[src/rtl/cg_rvarch_pkg.sv]
// Shared RV architectural constants and writeback request types.
package cg_rvarch_pkg;

    localparam int XLEN       = 32;
    localparam int REG_ADDR_W = 5;

    localparam logic [REG_ADDR_W-1:0] REG_ZERO = '0;

    typedef struct packed {
        logic [REG_ADDR_W-1:0] addr;
        logic [XLEN-1:0]       data;
    } wb_req_t;

endpackage

[src/rtl/cg_rr_arbiter.sv]
// Round-robin arbiter: one-hot grant from a request vector, starting the search at a
// registered pointer that moves to one past the winner after each grant.
module cg_rr_arbiter #(
    parameter  int NUM_REQ = 3,
    localparam int IDX_W   = (NUM_REQ > 1) ? $clog2(NUM_REQ) : 1
) (
    input  logic               clk,
    input  logic               srst,
    input  logic [NUM_REQ-1:0] req,
    output logic [NUM_REQ-1:0] grant,
    output logic [IDX_W-1:0]   grant_idx,
    output logic               grant_valid
);

    logic [IDX_W-1:0] ptr_reg;
    logic [IDX_W-1:0] ptr_next;
    logic [IDX_W:0]   cand_sum;
    logic [IDX_W-1:0] cand;

    // Walk the requesters in priority order ptr, ptr+1, ... modulo NUM_REQ.
    always_comb begin
        grant       = '0;
        grant_idx   = '0;
        grant_valid = 1'b0;
        cand_sum    = '0;
        cand        = '0;
        for (int off = 0; off < NUM_REQ; off++) begin
            cand_sum = {1'b0, ptr_reg} + (IDX_W+1)'(off);
            if (cand_sum >= (IDX_W+1)'(NUM_REQ)) begin
                cand_sum = cand_sum - (IDX_W+1)'(NUM_REQ);
            end
            cand = cand_sum[IDX_W-1:0];
            if (!grant_valid && req[cand]) begin
                grant[cand] = 1'b1;
                grant_idx   = cand;
                grant_valid = 1'b1;
            end
        end
    end

    always_comb begin
        ptr_next = ptr_reg;
        if (grant_valid) begin
            ptr_next = (grant_idx == IDX_W'(NUM_REQ-1)) ? '0 : grant_idx + 1'b1;
        end
    end

    always_ff @(posedge clk) begin
        if (srst) begin
            ptr_reg <= '0;
        end else begin
            ptr_reg <= ptr_next;
        end
    end

endmodule

[src/rtl/cg_rvarch_wb_arbiter.sv]
// Writeback arbiter owning the regfile write port: x0 filter, stall gating, round-robin
// grant and registered rd stage. Optional forwarding under CG_RVARCH_WB_ARB_FWD_EN.
module cg_rvarch_wb_arbiter
    import cg_rvarch_pkg::*;
#(
    parameter  int NUM_REQ    = 3,
    parameter  int DATA_WIDTH = XLEN,
    parameter  int ADDR_WIDTH = REG_ADDR_W,
    localparam int ID_W       = $clog2(NUM_REQ)
) (
    input  logic                          i_clk,
    input  logic                          i_rst,
    input  logic [NUM_REQ-1:0]            i_req_valid,
    input  logic [NUM_REQ*ADDR_WIDTH-1:0] i_req_addr,
    input  logic [NUM_REQ*DATA_WIDTH-1:0] i_req_data,
    output logic [NUM_REQ-1:0]            o_req_ready,
    input  logic                          i_stall,
    output logic                          o_rd_we,
    output logic [ADDR_WIDTH-1:0]         o_rd_addr,
    output logic [DATA_WIDTH-1:0]         o_rd_data,
    output logic [ID_W-1:0]               o_grant_id
`ifdef CG_RVARCH_WB_ARB_FWD_EN
    ,
    input  logic [ADDR_WIDTH-1:0]         i_rs1_addr,
    input  logic [ADDR_WIDTH-1:0]         i_rs2_addr,
    output logic                          o_rs1_fwd_valid,
    output logic [DATA_WIDTH-1:0]         o_rs1_fwd_data,
    output logic                          o_rs2_fwd_valid,
    output logic [DATA_WIDTH-1:0]         o_rs2_fwd_data
`endif
);

    localparam logic [ADDR_WIDTH-1:0] ZERO_ADDR = ADDR_WIDTH'(REG_ZERO);

    logic [ADDR_WIDTH-1:0] req_addr [NUM_REQ];
    logic [DATA_WIDTH-1:0] req_data [NUM_REQ];
    logic [NUM_REQ-1:0]    x0_ack;
    logic [NUM_REQ-1:0]    eligible;
    logic [NUM_REQ-1:0]    grant;
    logic [ID_W-1:0]       grant_idx;
    logic                  grant_valid;

    logic                  rd_we_reg;
    logic [ADDR_WIDTH-1:0] rd_addr_reg;
    logic [DATA_WIDTH-1:0] rd_data_reg;
    logic [ID_W-1:0]       grant_id_reg;

    // x0 writes are acknowledged and dropped; they never compete for the write port.
    generate
        for (genvar gi = 0; gi < NUM_REQ; gi++) begin : g_req
            assign req_addr[gi] = i_req_addr[gi*ADDR_WIDTH +: ADDR_WIDTH];
            assign req_data[gi] = i_req_data[gi*DATA_WIDTH +: DATA_WIDTH];
            assign x0_ack[gi]   = i_req_valid[gi] && (req_addr[gi] == ZERO_ADDR) && !i_rst;
            assign eligible[gi] = i_req_valid[gi] && (req_addr[gi] != ZERO_ADDR)
                                  && !i_stall && !i_rst;
        end
    endgenerate

    cg_rr_arbiter #(
        .NUM_REQ (NUM_REQ)
    ) u_rr (
        .clk         (i_clk),
        .srst        (i_rst),
        .req         (eligible),
        .grant       (grant),
        .grant_idx   (grant_idx),
        .grant_valid (grant_valid)
    );

    assign o_req_ready = grant | x0_ack;

    always_ff @(posedge i_clk) begin
        if (i_rst) begin
            rd_we_reg    <= 1'b0;
            rd_addr_reg  <= '0;
            rd_data_reg  <= '0;
            grant_id_reg <= '0;
        end else begin
            rd_we_reg <= grant_valid;
            if (grant_valid) begin
                rd_addr_reg  <= req_addr[grant_idx];
                rd_data_reg  <= req_data[grant_idx];
                grant_id_reg <= grant_idx;
            end
        end
    end

    assign o_rd_we    = rd_we_reg;
    assign o_rd_addr  = rd_addr_reg;
    assign o_rd_data  = rd_data_reg;
    assign o_grant_id = grant_id_reg;

`ifdef CG_RVARCH_WB_ARB_FWD_EN
    // Bypass the write sitting in the output stage, which the regfile has not committed yet.
    assign o_rs1_fwd_valid = rd_we_reg && (rd_addr_reg == i_rs1_addr) && (i_rs1_addr != ZERO_ADDR);
    assign o_rs2_fwd_valid = rd_we_reg && (rd_addr_reg == i_rs2_addr) && (i_rs2_addr != ZERO_ADDR);
    assign o_rs1_fwd_data  = o_rs1_fwd_valid ? rd_data_reg : '0;
    assign o_rs2_fwd_data  = o_rs2_fwd_valid ? rd_data_reg : '0;
`endif

endmodule
[config.mk]
export PLATFORM = sky130hd
export DESIGN_NAME = cg_rvarch_wb_arbiter
export DESIGN_NICKNAME = d
export VERILOG_FILES = /design/src/rtl/cg_rvarch_pkg.sv /design/src/rtl/cg_rr_arbiter.sv /design/src/rtl/cg_rvarch_wb_arbiter.sv
export SDC_FILE = /design/constraint.sdc
export NUM_CORES = 1
export LEC_CHECK = 0
export ABC_CLOCK_PERIOD_IN_PS = 6900
export CELL_PAD_IN_SITES_DETAIL_PLACEMENT = 1
export CELL_PAD_IN_SITES_GLOBAL_PLACEMENT = 2
export CORE_MARGIN = 4
export CORE_UTILIZATION = 21
export DETAILED_ROUTE_END_ITERATION = 10
export GPL_TIMING_DRIVEN = 0
export PLACE_DENSITY = 0.84
export REMOVE_ABC_BUFFERS = 1
export SYNTH_ARGS = -nofsm -noshare
export SYNTH_HDL_FRONTEND = slang
export SYNTH_HIERARCHICAL = 1
export SYNTH_SLANG_ARGS = --single-unit
[constraint.sdc]
create_clock -name i_clk -period 6.9 [get_ports i_clk]
set_input_delay 2.07 -clock i_clk [delete_from_list [all_inputs] [get_ports i_clk]]
set_output_delay 2.07 -clock i_clk [all_outputs]
set_load 0.02 [all_outputs]
Word-level counts from Yosys, hierarchy flattened
Index checks and enable logic that the tools add are counted.
{"block": "totals", "out_inout_bits": 43, "ff_bits": 42, "word_cells": 87, "in_bits": 117}
{"block": "classes", "n_bitwise": 4, "eq_ne": 1, "add_sub_neg": 6, "muxes": 31, "n_reduce_logical": 30, "order_cmp": 10}
{"op": "$bmux W32 S2", "count": 1}
{"op": "$mux W32", "count": 2}
{"op": "$logic_and A1 B1 Y1", "count": 20}
{"op": "$logic_not A5 Y1", "count": 3}
{"op": "$reduce_bool A5 Y1", "count": 3}
{"op": "$mux W2", "count": 7}
{"op": "$bmux W5 S2", "count": 1}
{"op": "$mux W5", "count": 2}
{"op": "$lt A2 B3 Y1 const B", "count": 3}
{"op": "$mux W1", "count": 9}
{"op": "$mux W3", "count": 3}
{"op": "$or A3 B3 Y3", "count": 3}
{"op": "$bmux W1 S2", "count": 3}
{"op": "$demux W1 S2", "count": 3}
{"op": "$ge A2 B1 Y1 const B", "count": 3}
{"op": "$ge A3 B2 Y1 const B", "count": 2}
{"op": "$sub A2 B2 Y2 const B", "count": 3}
{"op": "$logic_not A1 Y1", "count": 4}
{"op": "$add A2 B1 Y3 const B", "count": 1}
{"op": "$add A2 B2 Y3 const B", "count": 1}
{"op": "$ge A3 B3 Y1 const B", "count": 1}
{"op": "$not A2 Y3", "count": 1}
{"op": "$add A2 B1 Y2 const B", "count": 1}
{"op": "$eq A2 B2 Y1 const B", "count": 1}
{"op": "$ge A2 B2 Y1 const B", "count": 1}

Depth between registers and ports, before layout
Gate-level depths: netlist of the first run.
{"block": "logic_depth", "word_depth": 17, "ltp_mapped": 11, "depth_no_buf": 10}

Cells and area by module
The synthesis of the first run kept the hierarchy.
{"module": "cg_rvarch_wb_arbiter", "cells_per_inst": 270, "instances": 1, "area_each_um2": 2402.3, "seq_area_each_um2": 800.8}
{"module": "cg_rr_arbiter", "cells_per_inst": 50, "instances": 1, "area_each_um2": 405.4, "seq_area_each_um2": 40.0}

Least setup slack after synthesis of the first run
OpenSTA, ideal clock, no wires.
{"block": "synth_path", "path_type": "in2out", "start": "input port i_rst", "end": "output port o_req_ready[0]", "setup_slack_ps": 742, "t_required_ps": 4830, "cell_stages": 8, "t_arrival_ps": 4088, "path_buffers": 2, "path_cell_list": "clkbuf_1 > clkbuf_1 > nor4b_1 > nand2_1 > o22ai_2 > nor2_1 > a22o_1 > a31o_2"}
{"block": "synth_between", "elab_chain_cells": 12, "elab_cells_between_ends": 23, "cone_classes": "11 x mux; 3 x bitwise; 9 x reduce/logical"}
{"element": "start: declaration", "line": "cg_rvarch_wb_arbiter.sv:12", "rtl": "input logic i_rst,"}
{"element": "$logic_not A1 Y1 (*)", "line": "cg_rvarch_wb_arbiter.sv:55", "rtl": "&& !i_stall && !i_rst;"}
{"element": "$logic_and A1 B1 Y1 (*)", "line": "cg_rvarch_wb_arbiter.sv:55"}
{"element": "named net eligible[2]", "line": "cg_rvarch_wb_arbiter.sv:38", "rtl": "logic [NUM_REQ-1:0] eligible;"}
{"element": "$bmux W1 S2", "line": "cg_rr_arbiter.sv:33", "rtl": "if (!grant_valid && req[cand]) begin"}
{"element": "$mux W1 (implied by the code)", "line": "cg_rr_arbiter.sv:33"}
{"element": "$mux W1", "line": "cg_rr_arbiter.sv:33"}
{"element": "$logic_not A1 Y1", "line": "cg_rr_arbiter.sv:33"}
{"element": "$logic_and A1 B1 Y1", "line": "cg_rr_arbiter.sv:33"}
{"element": "$mux W1", "line": "cg_rr_arbiter.sv:33"}
{"element": "$logic_not A1 Y1", "line": "cg_rr_arbiter.sv:33"}
{"element": "$logic_and A1 B1 Y1", "line": "cg_rr_arbiter.sv:33"}
{"element": "$mux W3 (*)", "line": "cg_rr_arbiter.sv:33"}
{"element": "named net grant[0]", "line": "cg_rvarch_wb_arbiter.sv:39", "rtl": "logic [NUM_REQ-1:0] grant;"}
{"element": "$or A3 B3 Y3 (*)", "line": "cg_rvarch_wb_arbiter.sv:70", "rtl": "assign o_req_ready = grant | x0_ack;"}
{"element": "end: declaration", "line": "cg_rvarch_wb_arbiter.sv:16", "rtl": "output logic [NUM_REQ-1:0] o_req_ready,"}
The timed path passes the listed nets; every way through them passes the cells marked *. The select of a mux whose other input is x is not followed.

Worst setup path in the final report of the first run
{"block": "layout_path", "start": "input port i_req_addr[7]", "end": "output port o_req_ready[0]"}
{"block": "layout_between", "elab_chain_cells": 14, "elab_cells_between_ends": 22, "cone_classes": "11 x mux; 3 x bitwise; 8 x reduce/logical"}
{"element": "start: declaration", "line": "cg_rvarch_wb_arbiter.sv:14", "rtl": "input logic [NUM_REQ*ADDR_WIDTH-1:0] i_req_addr,"}
{"element": "$reduce_bool A5 Y1 (*)", "line": "cg_rvarch_wb_arbiter.sv:54", "rtl": "assign eligible[gi] = i_req_valid[gi] && (req_addr[gi] != ZERO_ADDR)"}
{"element": "$logic_and A1 B1 Y1 (*)", "line": "cg_rvarch_wb_arbiter.sv:54"}
{"element": "$logic_and A1 B1 Y1 (*) (2 in a row)", "line": "cg_rvarch_wb_arbiter.sv:55"}
{"element": "named net eligible[1]", "line": "cg_rvarch_wb_arbiter.sv:38"}
{"element": "$bmux W1 S2", "line": "cg_rr_arbiter.sv:33"}
{"element": "$mux W1 (implied by the code)", "line": "cg_rr_arbiter.sv:33"}
{"element": "$mux W1", "line": "cg_rr_arbiter.sv:33"}
{"element": "$logic_not A1 Y1", "line": "cg_rr_arbiter.sv:33"}
{"element": "$logic_and A1 B1 Y1", "line": "cg_rr_arbiter.sv:33"}
{"element": "$mux W1", "line": "cg_rr_arbiter.sv:33"}
{"element": "$logic_not A1 Y1", "line": "cg_rr_arbiter.sv:33"}
{"element": "$logic_and A1 B1 Y1", "line": "cg_rr_arbiter.sv:33"}
{"element": "$mux W3 (*)", "line": "cg_rr_arbiter.sv:33"}
{"element": "named net grant[0]", "line": "cg_rvarch_wb_arbiter.sv:39"}
{"element": "$or A3 B3 Y3 (*)", "line": "cg_rvarch_wb_arbiter.sv:70"}
Marks and branches as above.

==> summary.txt, run 1 <==
==================================================================================
Skew final                                                             0.007199 ns
Iteration-0 DRC count of the detailed router                                   124
Placement-stage cell area                                               4561 sq um
Number of storage elements in the synthesis netlist                             42
Share of final-layout standard cells stronger than drive strength 1         0.1159
Relative slew slack                                                         0.4298
Aggregate routed wire length                                              10230 um
Outcome                                                               finished with violations
Area inside the core boundary                                          12880 sq um
Area added between synthesis and finish                                     70.63%
Detailed-route via count                                                      2908
RR Startpoint                                                         u_rr/ptr_reg[0]$_SDFFE_PP0P_
GPL Wtd Cong                                                                0.7459
Clock Latency Late Sink                                                    0.28 ns
Min-delay worst type                                                  flop to flop
Category of the worst setup path launch point                         primary input
Die H                                                                     123.6 um
Worst slack after detailed placement                                    -0.4936 ns
Final setup viols                                                                1
Least setup slack across all paths after layout                       -0.007215 ns
Peak Freq                                                               0.1448 GHz
Internal power summed over all cells                                       1066 uW
Ant diodes                                                                       0
Worst voltage drop across the vdd grid                                   0.1626 mV
Cell area after layout                                                  4791 sq um
Count of maximum capacitance violations                                          0
Post-DR wirelength/cell                                                   16.04 um
Fraction of the yosys area taken by sequential cells                        0.2995
Share of total power in sequential cells                                     0.237
Signal arrival time at the worst endpoint                                  4.84 ns
Critical path origin                                                  i_req_addr[7]
Synth cell types                                                                42
GR Overflow Total                                                                0
Most used cells in the layout excluding fill and tap cells            sky130_fd_sc_hd__clkdlybuf4s50_1, sky130_fd_sc_hd__nor2_1, sky130_fd_sc_hd__dfxtp_1
Static Leakage                                                         0.001621 uW
Fin crit share                                                               1.001
Failing checks                                                        negative setup slack
TritonCTS clock tree                                                          done
DRC                                                                              0
Max-slew violation total from the final report                                   0
Via-to-Cell Ratio                                                            4.558
Number of placed instances with taps included                                  629
Non-filler cells, final                                                        638
IO buf count                                                                   159
Buffer depth of the longest clock path                                           2
Most common library cell in the layout ignoring fill and taps         sky130_fd_sc_hd__clkdlybuf4s50_1
Hold buffer count at CTS                                                         0
Die extent in x                                                           123.6 um
Inserted Clock Buffers                                                           5
Fraction of post-synthesis cell area in the top cell type by area           0.2995
Post-layout min period                                                    6.907 ns
Sw Share                                                                    0.4153
Vias in the first global route                                                3134
Setup TNS after final layout                                          -0.007215 ns
Combinational share of power                                                 0.616
Setup repair after global routing missed its margin                           true
Antenna Nets Post-Route                                                          0
Global-route wire length before repair                                    15640 um
Most area-consuming cells after synthesis                             sky130_fd_sc_hd__dfxtp_1, sky130_fd_sc_hd__mux2i_1, sky130_fd_sc_hd__a311oi_2
Crit Path Class                                                       primary input to output port
Final HPWL from detailed placement                                         7880 um
PD cells                                                              380.6 nW/um^2
Total number of nets in the final design                                       586
Yosys warnings                                                                   6
Final hold violations                                                            0
Clock Pin Slew Worst Setup and Hold Paths                                  0.06 ns
Number of placed I/O pins                                                      160
Net switching component of the power                                      757.2 uW
Clock network fraction of total power                                        0.147
Clock Tree Root                                                       sky130_fd_sc_hd__clkbuf_16
Area leader, netlist                                                  sky130_fd_sc_hd__dfxtp_1
Transition at the pin with the smallest max-transition slack             0.8533 ns
Die ar.                                                                15280 sq um
Number of cells produced by synthesis                                          320
Crit. End Element                                                      output port
Most used flip-flop cell after synthesis                              sky130_fd_sc_hd__dfxtp_1
Post-synth EDFFs                                                                 0
Starting utilization of the core area                                       0.2181
CTS H-Tree Depth                                                                 2
Average cell area after synthesis                                      8.774 sq um
Worst-path fanout max                                                            6
Pin count of the biggest net entering global routing                            49
Min-delay src                                                         o_rd_data[11]$_SDFFE_PP0P_
Total number of placement rows                                                  41
CP Data Required Time                                                      4.83 ns
Fraction of registers with async set/reset                                       0
Area of the mapped netlist                                              2808 sq um
Number of flip-flops under the largest register name                            32
GRT Util Overall                                                            0.1276
Antenna violations before repair                                                 0
Final design utilization                                                    0.3721
TritonCTS Sinks                                                                 42
Drt first pass iters                                                             4
==================================================================================
[cells in the mapped netlist (3+ instances only)]
| library cell | n |
|---|---|
| sky130_fd_sc_hd__nor2_1 | 45 |
| sky130_fd_sc_hd__dfxtp_1 | 42 |
| sky130_fd_sc_hd__nand2_1 | 40 |
| sky130_fd_sc_hd__mux2i_1 | 38 |
| sky130_fd_sc_hd__or2_0 | 26 |
| sky130_fd_sc_hd__a311oi_1 | 18 |
| sky130_fd_sc_hd__a311oi_2 | 18 |
| sky130_fd_sc_hd__clkbuf_1 | 15 |
| sky130_fd_sc_hd__or2_1 | 12 |
| sky130_fd_sc_hd__inv_1 | 6 |
| sky130_fd_sc_hd__buf_2 | 5 |
| sky130_fd_sc_hd__o21ai_0 | 5 |
| sky130_fd_sc_hd__ha_1 | 4 |
| sky130_fd_sc_hd__nor2b_1 | 4 |
| sky130_fd_sc_hd__a31o_2 | 3 |
| sky130_fd_sc_hd__buf_6 | 3 |
| sky130_fd_sc_hd__nor4b_1 | 3 |
| sky130_fd_sc_hd__or4_1 | 3 |
[logic make-up after synthesis]
family,Yosys count,synth area share
AO/OA/AOI/OAI,58,0.2206
adder cells (fa/ha/maj),4,0.01783
buffers and inverters,34,0.06996
flip-flops,42,0.2995
multiplexers,40,0.1444
AND/OR/NAND/NOR,142,0.2478
[critical path, stage by stage]
cell and delay (ns):
sky130_fd_sc_hd__clkdlybuf4s50_1 0.42, sky130_fd_sc_hd__or4_1 0.59, sky130_fd_sc_hd__nor2_4 0.15, sky130_fd_sc_hd__nor4b_4 0.09
sky130_fd_sc_hd__mux2i_2 0.27, sky130_fd_sc_hd__o22ai_2 0.17, sky130_fd_sc_hd__a221o_1 0.30, sky130_fd_sc_hd__a22o_1 0.23
sky130_fd_sc_hd__a31o_2 0.23, sky130_fd_sc_hd__dlygate4sd2_1 0.32
[cell type report]
type	instances	area (sq um)
fillers	1485	8085
multi-input cells	244	1838
clock buffers	6	128.9
well taps	172	215.2
flip-flops and latches	42	840.8
clock inverters	2	37.54
repair buffers	166	1708
inverters	6	22.52
[per-stage QoR]
step           total power [uW]  hold slack [ns]
6_report                   1823           0.4849
5_1_grt                    1961           0.5114
4_1_cts                    1855           0.4914
3_5_place_dp               1570           0.4827
3_3_place_gp               1526           0.4713
2_1_floorplan              1088           0.5168
[metal layers]
layer  wire (um)  share of wire  GRT usage
met3         857          0.084    0.04087
met5           0              0          0
met1        4304           0.42     0.1531
met2        4956           0.48     0.2210
met4         116          0.011    0.03045
[repair_timing]
action / in CTS / in global routing
buffers inserted: 1 / 0
gates resized for setup: 7 / 7
endpoints found under the setup margin: 3 / 3
pin swaps: 1 / 0
[power groups by stage]
stage	clock network, uW	logic (uW)	registers [uW]
floorplan	0	511	578
global placement	0	1090	433
detailed placement	0	1130	438
CTS	282	1140	435
global route	294	1210	453
finish	269	1120	432
[final timing paths]
kind         cells past startpoint                    endpoint  slack [ns]
max                             10              o_req_ready[0]      -0.007
min                              2  o_rd_data[11]$_SDFFE_PP0P_        0.48
max reg2reg                      9  o_rd_data[12]$_SDFFE_PP0P_        3.70
min reg2reg                      2  o_rd_data[11]$_SDFFE_PP0P_        0.48
No activity file was read; power rests on OpenSTA's default activity.
==> run 2, diff against run 1 <==
--- a/config.mk
+++ b/config.mk
@@ -10,10 +10,10 @@
 export CELL_PAD_IN_SITES_GLOBAL_PLACEMENT = 2
 export CORE_MARGIN = 4
 export CORE_UTILIZATION = 21
+export CTS_CLUSTER_DIAMETER = 200
 export DETAILED_ROUTE_END_ITERATION = 10
 export GPL_TIMING_DRIVEN = 0
 export PLACE_DENSITY = 0.84
-export REMOVE_ABC_BUFFERS = 1
 export SYNTH_ARGS = -nofsm -noshare
 export SYNTH_HDL_FRONTEND = slang
 export SYNTH_HIERARCHICAL = 1
==> summary.txt, run 2 (synthesis results as in run 1) <==
==================================================================================
Starting utilization of the core area                                       0.2181   unchanged
Critical path capture point                                           o_req_ready[0]   unchanged
GR Overflow Total                                                                0   unchanged
Post-DR wirelength/cell                                                   17.08 um   was 16.04 um
Number of placed I/O pins                                                      160   unchanged
Net switching component of the power                                      795.1 uW   was 757.2 uW
Vias in the first global route                                                3286   was 3134
Transition at the pin with the smallest max-transition slack             0.8159 ns   was 0.8533 ns
Total number of nets in the final design                                       610   was 586
Capture point of the worst reg-to-reg path                            o_rd_addr[2]$_SDFFE_PP0P_   was o_rd_data[12]$_SDFFE_PP0P_
Max-slew violation total from the final report                                   0   unchanged
Worst-path fanout max                                                            6   unchanged
Total number of placement rows                                                  41   unchanged
Drt first pass iters                                                             4   unchanged
Number of cells on the worst reg-to-reg path                                    10   was 9
Most common library cell in the layout ignoring fill and taps         sky130_fd_sc_hd__clkdlybuf4s50_1   unchanged
Clock network fraction of total power                                        0.145   was 0.147
Buffer depth of the longest clock path                                           2   unchanged
Category of the worst setup path launch point                         primary input   unchanged
Die ar.                                                                15280 sq um   unchanged
Die H                                                                     123.6 um   unchanged
Combinational share of power                                                 0.623   was 0.616
Via-to-Cell Ratio                                                            4.600   was 4.558
DRC                                                                              0   unchanged
Critical path origin                                                  i_req_addr[7]   unchanged
Share of final-layout standard cells stronger than drive strength 1         0.1265   was 0.1159
TritonCTS Sinks                                                                 42   unchanged
Peak Freq                                                               0.1465 GHz   was 0.1448 GHz
CP Data Required Time                                                      4.83 ns   about the same
Non-filler cells, final                                                        662   was 638
Setup TNS after final layout                                                  0 ns   was -0.007215 ns
Net Count, Synth                                                               441
Detailed-route via count                                                      3045   was 2908
GRT Util Overall                                                            0.1400   was 0.1276
Aggregate routed wire length                                              11310 um   was 10230 um
Clock Latency Late Sink                                                    0.28 ns   about the same
Worst reg2reg setup slack                                                  4.09 ns   was 3.70 ns
Placement-stage cell area                                               4614 sq um   was 4561 sq um
Inserted Clock Buffers                                                           5   unchanged
Worst hold margin                                                        0.4855 ns   was 0.4849 ns
Antenna violations before repair                                                 0   unchanged
Relative slew slack                                                         0.4560   was 0.4298
Die extent in x                                                           123.6 um   unchanged
Cell area after layout                                                  4870 sq um   was 4791 sq um
Final HPWL from detailed placement                                         8878 um   was 7880 um
Post-layout min period                                                    6.825 ns   was 6.907 ns
Static Leakage                                                         0.001678 uW   was 0.001621 uW
Signal arrival time at the worst endpoint                                  4.75 ns   was 4.84 ns
GPL Wtd Cong                                                                0.7783   was 0.7459
Hold buffer count at CTS                                                         0   unchanged
Fin crit share                                                              0.9891   was 1.001
Global-route wire length before repair                                    16890 um   was 15640 um
Sw Share                                                                    0.4246   was 0.4153
Crit. End Element                                                      output port   unchanged
Clock Tree Root                                                       sky130_fd_sc_hd__clkbuf_16   unchanged
Ant diodes                                                                       0   unchanged
Crit Path Class                                                       primary input to output port   unchanged
Number of flip-flops under the largest register name                            32   unchanged
TritonCTS clock tree                                                          done   unchanged
Clock Pin Slew Worst Setup and Hold Paths                                  0.06 ns   about the same
Share of total power in sequential cells                                     0.232   was 0.237
Skew final                                                             0.009286 ns   was 0.007199 ns
RR Startpoint                                                         u_rr/ptr_reg[0]$_SDFFE_PP0P_   unchanged
Number of placed instances with taps included                                  651   was 629
Min-delay worst type                                                  flop to flop   unchanged
Most used cells in the layout excluding fill and tap cells            sky130_fd_sc_hd__clkdlybuf4s50_1, sky130_fd_sc_hd__nor2_1, sky130_fd_sc_hd__dfxtp_1   unchanged
Area added between synthesis and finish                                     73.44%   was 70.63%
Final setup viols                                                                0   was 1
PD cells                                                              384.5 nW/um^2   was 380.6 nW/um^2
Pin count of the biggest net entering global routing                            14   was 49
Final hold violations                                                            0   unchanged
CTS H-Tree Depth                                                                 2   unchanged
IO buf count                                                                   159   unchanged
Worst voltage drop across the vdd grid                                   0.1159 mV   was 0.1626 mV
Area inside the core boundary                                          12880 sq um   unchanged
Antenna Nets Post-Route                                                          0   unchanged
Outcome                                                                  completed   was finished with violations
Count of maximum capacitance violations                                          0   unchanged
Total power consumption of the routed design                               1872 uW   was 1823 uW
Internal power summed over all cells                                       1077 uW   was 1066 uW
Iteration-0 DRC count of the detailed router                                   107   was 124
==================================================================================
## run 2: cell types whose count changed in the layout (fill, tap and decap cells not counted), sizes merged
cell / previous run / this run
clkbuf: 6 / 20
dlygate4sd2: 1 / 2
buf: 8 / 17
## run 2: power groups by stage
| stage | combinational [uW] | clock (uW) | sequential, uW |
|---|---|---|---|
| final | 1170 | 272 | 434 |
| after floorplan | 553 | 0 | 577 |
| after global routing | 1260 | 291 | 450 |
| after global placement | 1160 | 0 | 434 |
| after CTS | 1180 | 280 | 436 |
| after detailed placement | 1180 | 0 | 439 |
## run 2: cell type report
class / instances / area, sq um
well taps: 172 / 215.2
clock buffers: 6 / 128.9
inverters: 6 / 22.52
flip-flops and latches: 42 / 840.8
clock inverters: 2 / 37.54
repair buffers: 163 / 1622
plain buffers: 27 / 173.9
fillers: 1522 / 8006
multi-input cells: 244 / 1829
## run 2: worst max-delay path, stage by stage
cell and delay, ns:
sky130_fd_sc_hd__clkdlybuf4s50_1 0.46, sky130_fd_sc_hd__or4_4 0.57, sky130_fd_sc_hd__nor2_4 0.14, sky130_fd_sc_hd__nor4b_4 0.09, sky130_fd_sc_hd__mux2i_2 0.22, sky130_fd_sc_hd__o22ai_2 0.15, sky130_fd_sc_hd__a221o_1 0.28, sky130_fd_sc_hd__a22o_1 0.23
sky130_fd_sc_hd__a31o_2 0.22, sky130_fd_sc_hd__dlygate4sd2_1 0.32
## run 2: worst min-delay path by stage
stage | from | to | slack (ns) | cells past startpoint
global placement | o_grant_id[1]$_SDFFE_PP0P_ | o_grant_id[1]$_SDFFE_PP0P_ | 0.47 | 2
floorplan | u_rr/ptr_reg[0]$_SDFFE_PP0P_ | u_rr/ptr_reg[0]$_SDFFE_PP0P_ | 0.52 | 2
global route | o_rd_data[3]$_SDFFE_PP0P_ | o_rd_data[3]$_SDFFE_PP0P_ | 0.51 | 2
CTS | o_rd_data[4]$_SDFFE_PP0P_ | o_rd_data[4]$_SDFFE_PP0P_ | 0.49 | 2
detailed placement | o_rd_data[4]$_SDFFE_PP0P_ | o_rd_data[4]$_SDFFE_PP0P_ | 0.48 | 2
finish | o_rd_data[4]$_SDFFE_PP0P_ | o_rd_data[4]$_SDFFE_PP0P_ | 0.49 | 2
## run 2: routing by layer
layer  up-vias  routed length [um]  GRT usage
li1       1477                   -          -
met1      1439                4843     0.1685
met2       115                5567     0.2521
met3        14                 738    0.03542
met4         0                 157    0.02699
met5         -                   0          0
## run 2: repair_timing
| item | in CTS | in global routing |
|---|---|---|
| endpoints found under the setup margin | 3 | 3 |
| gates resized for setup | 10 | 7 |
| buffers inserted | 3 | 1 |
| pin swaps | 1 | 0 |
## run 2: per-stage QoR
| step | utilization | worst slack, ns |
|---|---|---|
| floorplan | - | 0.7416 |
| CTS | 0.3759 | 0.01344 |
| finish | 0.3782 | 0.07500 |
| global route | 0.3782 | -0.008307 |
| global placement | 0.3584 | -0.9879 |
| detailed placement | 0.3584 | -1.041 |
==> patch 1 (config.mk and constraints of run 1) <==
Add a define of `CG_RVARCH_WB_ARB_FWD_EN`.
--- a/src/rtl/cg_rvarch_wb_arbiter.sv
+++ b/src/rtl/cg_rvarch_wb_arbiter.sv
@@ -1,5 +1,7 @@
 // Writeback arbiter owning the regfile write port: x0 filter, stall gating, round-robin
 // grant and registered rd stage. Optional forwarding under CG_RVARCH_WB_ARB_FWD_EN.
+`define CG_RVARCH_WB_ARB_FWD_EN
+
 module cg_rvarch_wb_arbiter
     import cg_rvarch_pkg::*;
 #(
Ports: changed (6 added); port bits go from 160 to 236. No check against the original RTL was run, so the function may have changed too.
==> patch 1 against run 1 <==
Synthesized area grew 26%; routed wire length grew 69%; setup slack gained 0.13 ns; power grew 24%; design area grew 32%; sequential cell count is the same; largest cell class unchanged; cell count grew 34%; via count grew 46%.
==> patch 1: results (changes against run 1) <==
.. list-table::
   :header-rows: 1

   * - Metric
     - Value
   * - Status
     - complete, no violations
   * - Distinct cell type count of the synthesized netlist
     - 47 (+12%)
   * - Maximum number of pins on one net before global-route repair
     - 48 (-2.0%)
   * - Internal power contribution
     - 1.14 mW (+7.3%)
   * - Number of global-route vias before repair
     - 4652 (+48%)
   * - Setup skew after layout
     - 0.00902 ns (+0.00182 ns)
   * - Net count, final
     - 763 (+30%)
   * - Top flip-flop cell by instance count after synthesis
     - dfxtp_1
   * - Number of instances in the synthesized netlist
     - 427 (+33%)
   * - WL/cell
     - 20.2 um (+26%)
   * - Post-detailed-route count of antenna-violating nets
     - 0 (unchanged)
   * - Global placer's final weighted congestion
     - 0.773 (+3.6%)
   * - Via density per instance
     - 4.97 (+9.1%)
   * - Worst IR drop on VDD
     - 254 uV (+56%)
   * - Total wire length after detailed routing
     - 17300 um (+69%)
   * - # port buffers
     - 235 (+48%)
   * - Latest clock arrival within the worst-skew pair
     - 0.30 ns (+0.02 ns)
   * - Cell leakage power
     - 2.00 nW (+23%)
   * - Commonest cells in the netlist
     - nor4b_1, nand2_1, nor2_1, dfxtp_1, mux2i_1
   * - Combined area of the multi-input logic cells
     - 2540 um2 (+38%)
   * - Largest stage delay, worst path
     - 0.55 ns (-0.04 ns)
   * - Number of design-rule violations left by the first detailed-router iteration
     - 201 (+62%)
   * - Main area contributors after synthesis
     - dfxtp_1, nor4b_1, mux2i_1
   * - Comb pwr share
     - 0.664 (+0.048)
   * - Post-place instance area
     - 6090 um2 (+34%)
   * - Worst Max-Slew Pin Slew
     - 1.18 ns (+0.326 ns)
   * - Setup WS pre-CTS
     - -0.393 ns (+0.100 ns)
   * - CP max-delay cell
     - or4_4
   * - Power attributed to combinational cells
     - 1.51 mW (+35%)
   * - Count of placed standard cells including taps
     - 844 (+34%)
[patch 1: cell families after synthesis]
logic type,Yosys count,synth area share
xor+xnor,8,0.0218
buf+inv,53,0.0817
flops,42,0.237
mux,40,0.114
compound gates,63,0.160
fa+ha+maj,4,0.0141
simple gates,217,0.372
[patch 1: worst paths after layout]
kind	from	to	slack (ns)	depth (start not counted)
max	i_req_addr[6]	o_req_ready[0]	0.12	10
min	o_grant_id[1]	o_grant_id[1]	0.51	2
max reg2reg	u_rr/ptr_reg[0]	o_rd_data[7]	3.69	10
min reg2reg	o_grant_id[1]	o_grant_id[1]	0.51	2
[patch 1: timing repair]
item / 4_1_cts / 5_1_grt
setup buffers: 1 / 0
resized for setup: 5 / 14
endpoints found under the setup margin: 3 / 39
pin swaps: 0 / 0
[patch 1: area by class of cell]
class | instances | share of cell area
Clock buffer | 7 | 0.0225
Clock inverter | 1 | 0.000788
Inverter | 8 | 0.00473
Multi-Input combinational cell | 332 | 0.401
Sequential cell | 42 | 0.132
Tap cell | 220 | 0.0434
Timing Repair Buffer | 243 | 0.395
[patch 1: worst reg2reg max path, cell delays in order (launching register included)]
cell	delay [ns]
dfxtp_1	0.36
inv_1	0.10
ha_1	0.42
nor4bb_2	0.33
o31ai_2	0.12
a22oi_2	0.64
buf_8	0.27
buf_8	0.21
mux2i_1	0.13
or2_2	0.29
a311oi_1	0.26
[patch 1: metal layers]
layer / up-vias / wire [um] / track usage
met5: - / 0 / 0
met4: 0 / 283 / 0.0426
met3: 19 / 1070 / 0.0439
met2: 164 / 8770 / 0.311
met1: 2060 / 7150 / 0.206
li1: 1997 / - / -
==> patch 2 (config.mk and constraints of run 1) <==
Without the edit above. Reset style: asynchronous (`i_rst` and `srst`), changed in 2 clocked blocks.
--- a/src/rtl/cg_rr_arbiter.sv
+++ b/src/rtl/cg_rr_arbiter.sv
@@ -45,7 +45,7 @@
         end
     end
 
-    always_ff @(posedge clk) begin
+    always_ff @(posedge clk or posedge srst) begin
         if (srst) begin
             ptr_reg <= '0;
         end else begin
--- a/src/rtl/cg_rvarch_wb_arbiter.sv
+++ b/src/rtl/cg_rvarch_wb_arbiter.sv
@@ -69,7 +69,7 @@
 
     assign o_req_ready = grant | x0_ack;
 
-    always_ff @(posedge i_clk) begin
+    always_ff @(posedge i_clk or posedge i_rst) begin
         if (i_rst) begin
             rd_we_reg    <= 1'b0;
             rd_addr_reg  <= '0;
Behaviour: differs if i_rst is asserted again (counterexample within 4 cycles, from zero or initial values and one cycle with i_rst high); with i_rst held inactive, the same outputs for 4 cycles.
==> patch 2 against run 1 <==
Die area rose by 5.4%; design area rose by 3.4%; routed wire length rose by 5.4%; critical path depth fell by 2; synthesized area rose by 5.7%; first-iteration DRC count fell by 24%; utilization fell by 1.5 points; setup slack improved by 0.15 ns; sequential cell count did not move; worst hold slack improved by 0.0094 ns; combinational power rose by 4%; power rose by 2.9%; global-route usage rose by 0.28 points; critical path type unchanged; critical endpoint is now o_req_ready[2].
==> patch 2: results (changes against run 1) <==
.. list-table::
   :header-rows: 1

   * - Metric
     - Value
   * - Slew headroom
     - 0.615 (+0.186)
   * - Worst IR drop on VDD
     - 227 uV (+40%)
   * - Setup skew after layout
     - 0.00428 ns (-0.00292 ns)
   * - Main area contributors after synthesis
     - dfrtp_1, mux2i_1, nand4b_1
   * - Commonest cells in the netlist
     - dfrtp_1, mux2i_1, nand2b_1, nand4b_1, o211ai_2
   * - Final-report hold violation count
     - 0 (unchanged)
   * - HPWL reported at the end of detailed placement
     - 8200 um (+4.0%)
   * - # port buffers
     - 159 (unchanged)
   * - Number of detailed-routing iterations run before antenna repair
     - 4 (unchanged)
   * - Max FFs per register
     - 32 (unchanged)
   * - Hold/Removal Path Class
     - register to register
   * - Total wire length after detailed routing
     - 10800 um (+5.4%)
   * - Async set-reset flop share out of synthesis
     - 1.00 (+1.00)
   * - Latest clock arrival within the worst-skew pair
     - 0.28 ns (about the same)
   * - CTS buffer count
     - 5 (unchanged)
   * - Net count, final
     - 545 (-7.0%)
   * - Distinct cell type count of the synthesized netlist
     - 41 (-2.4%)
   * - Antenna diodes
     - 0 (unchanged)
   * - Clock root buffer
     - clkbuf_16
   * - Status
     - complete, no violations
   * - Setup WS pre-CTS
     - -0.421 ns (+0.0722 ns)
   * - Number of global-route vias before repair
     - 3199 (+2.1%)
   * - Post-place instance area
     - 4760 um2 (+4.3%)
   * - YS warnings
     - 6 (unchanged)
   * - Via density per instance
     - 4.75 (+4.1%)
   * - Global placer's final weighted congestion
     - 0.851 (+14%)
   * - Biggest fanout along the worst timing path
     - 4 (-2)
   * - Combined global-route utilization of all metal layers
     - 0.130 (+0.00280)
   * - Top flip-flop cell by instance count after synthesis
     - dfrtp_1
   * - Cell leakage power
     - 1.85 nW (+14%)
   * - Number of enable flip-flop cells after synthesis
     - 0 (unchanged)
   * - Most instantiated library cell after synthesis
     - dfrtp_1
   * - Global-route wire length before repair
     - 17200 um (+9.8%)
   * - Arrival time at the worst endpoint
     - 4.69 ns (-0.15 ns)
   * - H-tree levels
     - 2 (unchanged)
   * - Antenna violations before repair
     - 0 (unchanged)
   * - Post-detailed-route count of antenna-violating nets
     - 0 (unchanged)
   * - Max clock buf depth
     - 2 (unchanged)
   * - Portion of the post-synthesis area used by sequential elements
     - 0.354 (+0.0545)
   * - Number of design-rule violations left by the first detailed-router iteration
     - 94 (-24%)
   * - Clock slew at reported path FFs
     - 0.07 ns
   * - Fraction of final layout cells sized beyond drive strength 1
     - 0.113 (-0.00294)
   * - Maximum number of pins on one net before global-route repair
     - 55 (+12%)
[patch 2: cell types whose count changed in the layout (fill, tap and decap cells not counted), moves of 18 or more]
| cell | before | now |
|---|---|---|
| dfrtp_1 | 0 | 42 |
| dfxtp_1 | 42 | 0 |
| nor2_1 | 42 | 2 |
| nand2_1 | 40 | 3 |
| nand4b_1 | 0 | 37 |
| nand2b_1 | 2 | 37 |
| or2_0 | 26 | 0 |
| o211ai_2 | 0 | 20 |
| a311oi_1 | 18 | 0 |
| a311oi_2 | 18 | 0 |
[patch 2: path summary, 6_finish.rpt]
kind / from / depth (start not counted) / to / slack, ns
max: i_req_addr[2] / 8 / o_req_ready[2] / 0.14
min: o_grant_id[1] / 1 / o_grant_id[1] / 0.49
max reg2reg: u_rr/ptr_reg[0] / 10 / o_rd_data[10] / 4.00
max in group asynchronous: i_rst / 3 / o_rd_data[20] / 4.07
min in group asynchronous: i_rst / 2 / u_rr/ptr_reg[0] / 2.14
min reg2reg: o_grant_id[1] / 1 / o_grant_id[1] / 0.49
[patch 2: what timing repair did]
action | in CTS | in global routing
setup endpoints to repair | 3 | 2
setup buffers | 0 | 0
pin swaps | 0 | 1
gates resized for setup | 4 | 5
[patch 2: final cells by class]
type                            instances  area (um2)
Fill cell                            1556        8920
Multi-Input combinational cell        198        1760
Timing Repair Buffer                  167        1720
Sequential cell                        42        1050
Tap cell                              180         225
Clock buffer                            7         133
Inverter                               10        37.5
Clock inverter                          1        30.0
[patch 2: routing by layer]
metal	share of wire	global-route usage	routed length, um	vias up
met3	0.063	0.0358	679	4
met4	0.0060	0.0246	65	0
met2	0.51	0.235	5490	87
met5	0	0	0	-
met1	0.42	0.156	4560	1433
li1	-	-	-	1347
[patch 2: cell families after synthesis]
family | Yosys count | share of synthesized area
AO/OA/AOI/OAI | 57 | 0.184
adder cells (fa/ha/maj) | 4 | 0.0169
buffers and inverters | 36 | 0.0708
flip-flops | 42 | 0.354
multiplexers | 42 | 0.144
AND/OR/NAND/NOR | 95 | 0.231
[patch 2: power by group]
group | leakage [nW] | total (mW) | internal (mW) | switching [mW]
clock | 0.0781 | 0.272 | 0.171 | 0.101
combinational | 1.25 | 1.17 | 0.561 | 0.610
sequential | 0.522 | 0.433 | 0.370 | 0.0631
[patch 2: critical path, stage by stage]
cell	delay, ns
clkdlybuf4s50_1	0.50
nor4_1	0.09
a2111oi_2	0.60
mux2i_2	0.21
or2_1	0.31
o311a_1	0.16
a41o_1	0.21
clkdlybuf4s50_1	0.53
[patch 2: through the flow]
step                      hold slack (ns)  power (mW)  TNS, ns  std cells
after floorplan                     0.502        1.10        0        250
after global placement              0.469        1.55   -69.15        589
after detailed placement            0.485        1.63    -1.16        597
after CTS                           0.501        1.92        0        605
after global routing                0.532        2.02        0        605
final                               0.494        1.88        0        605
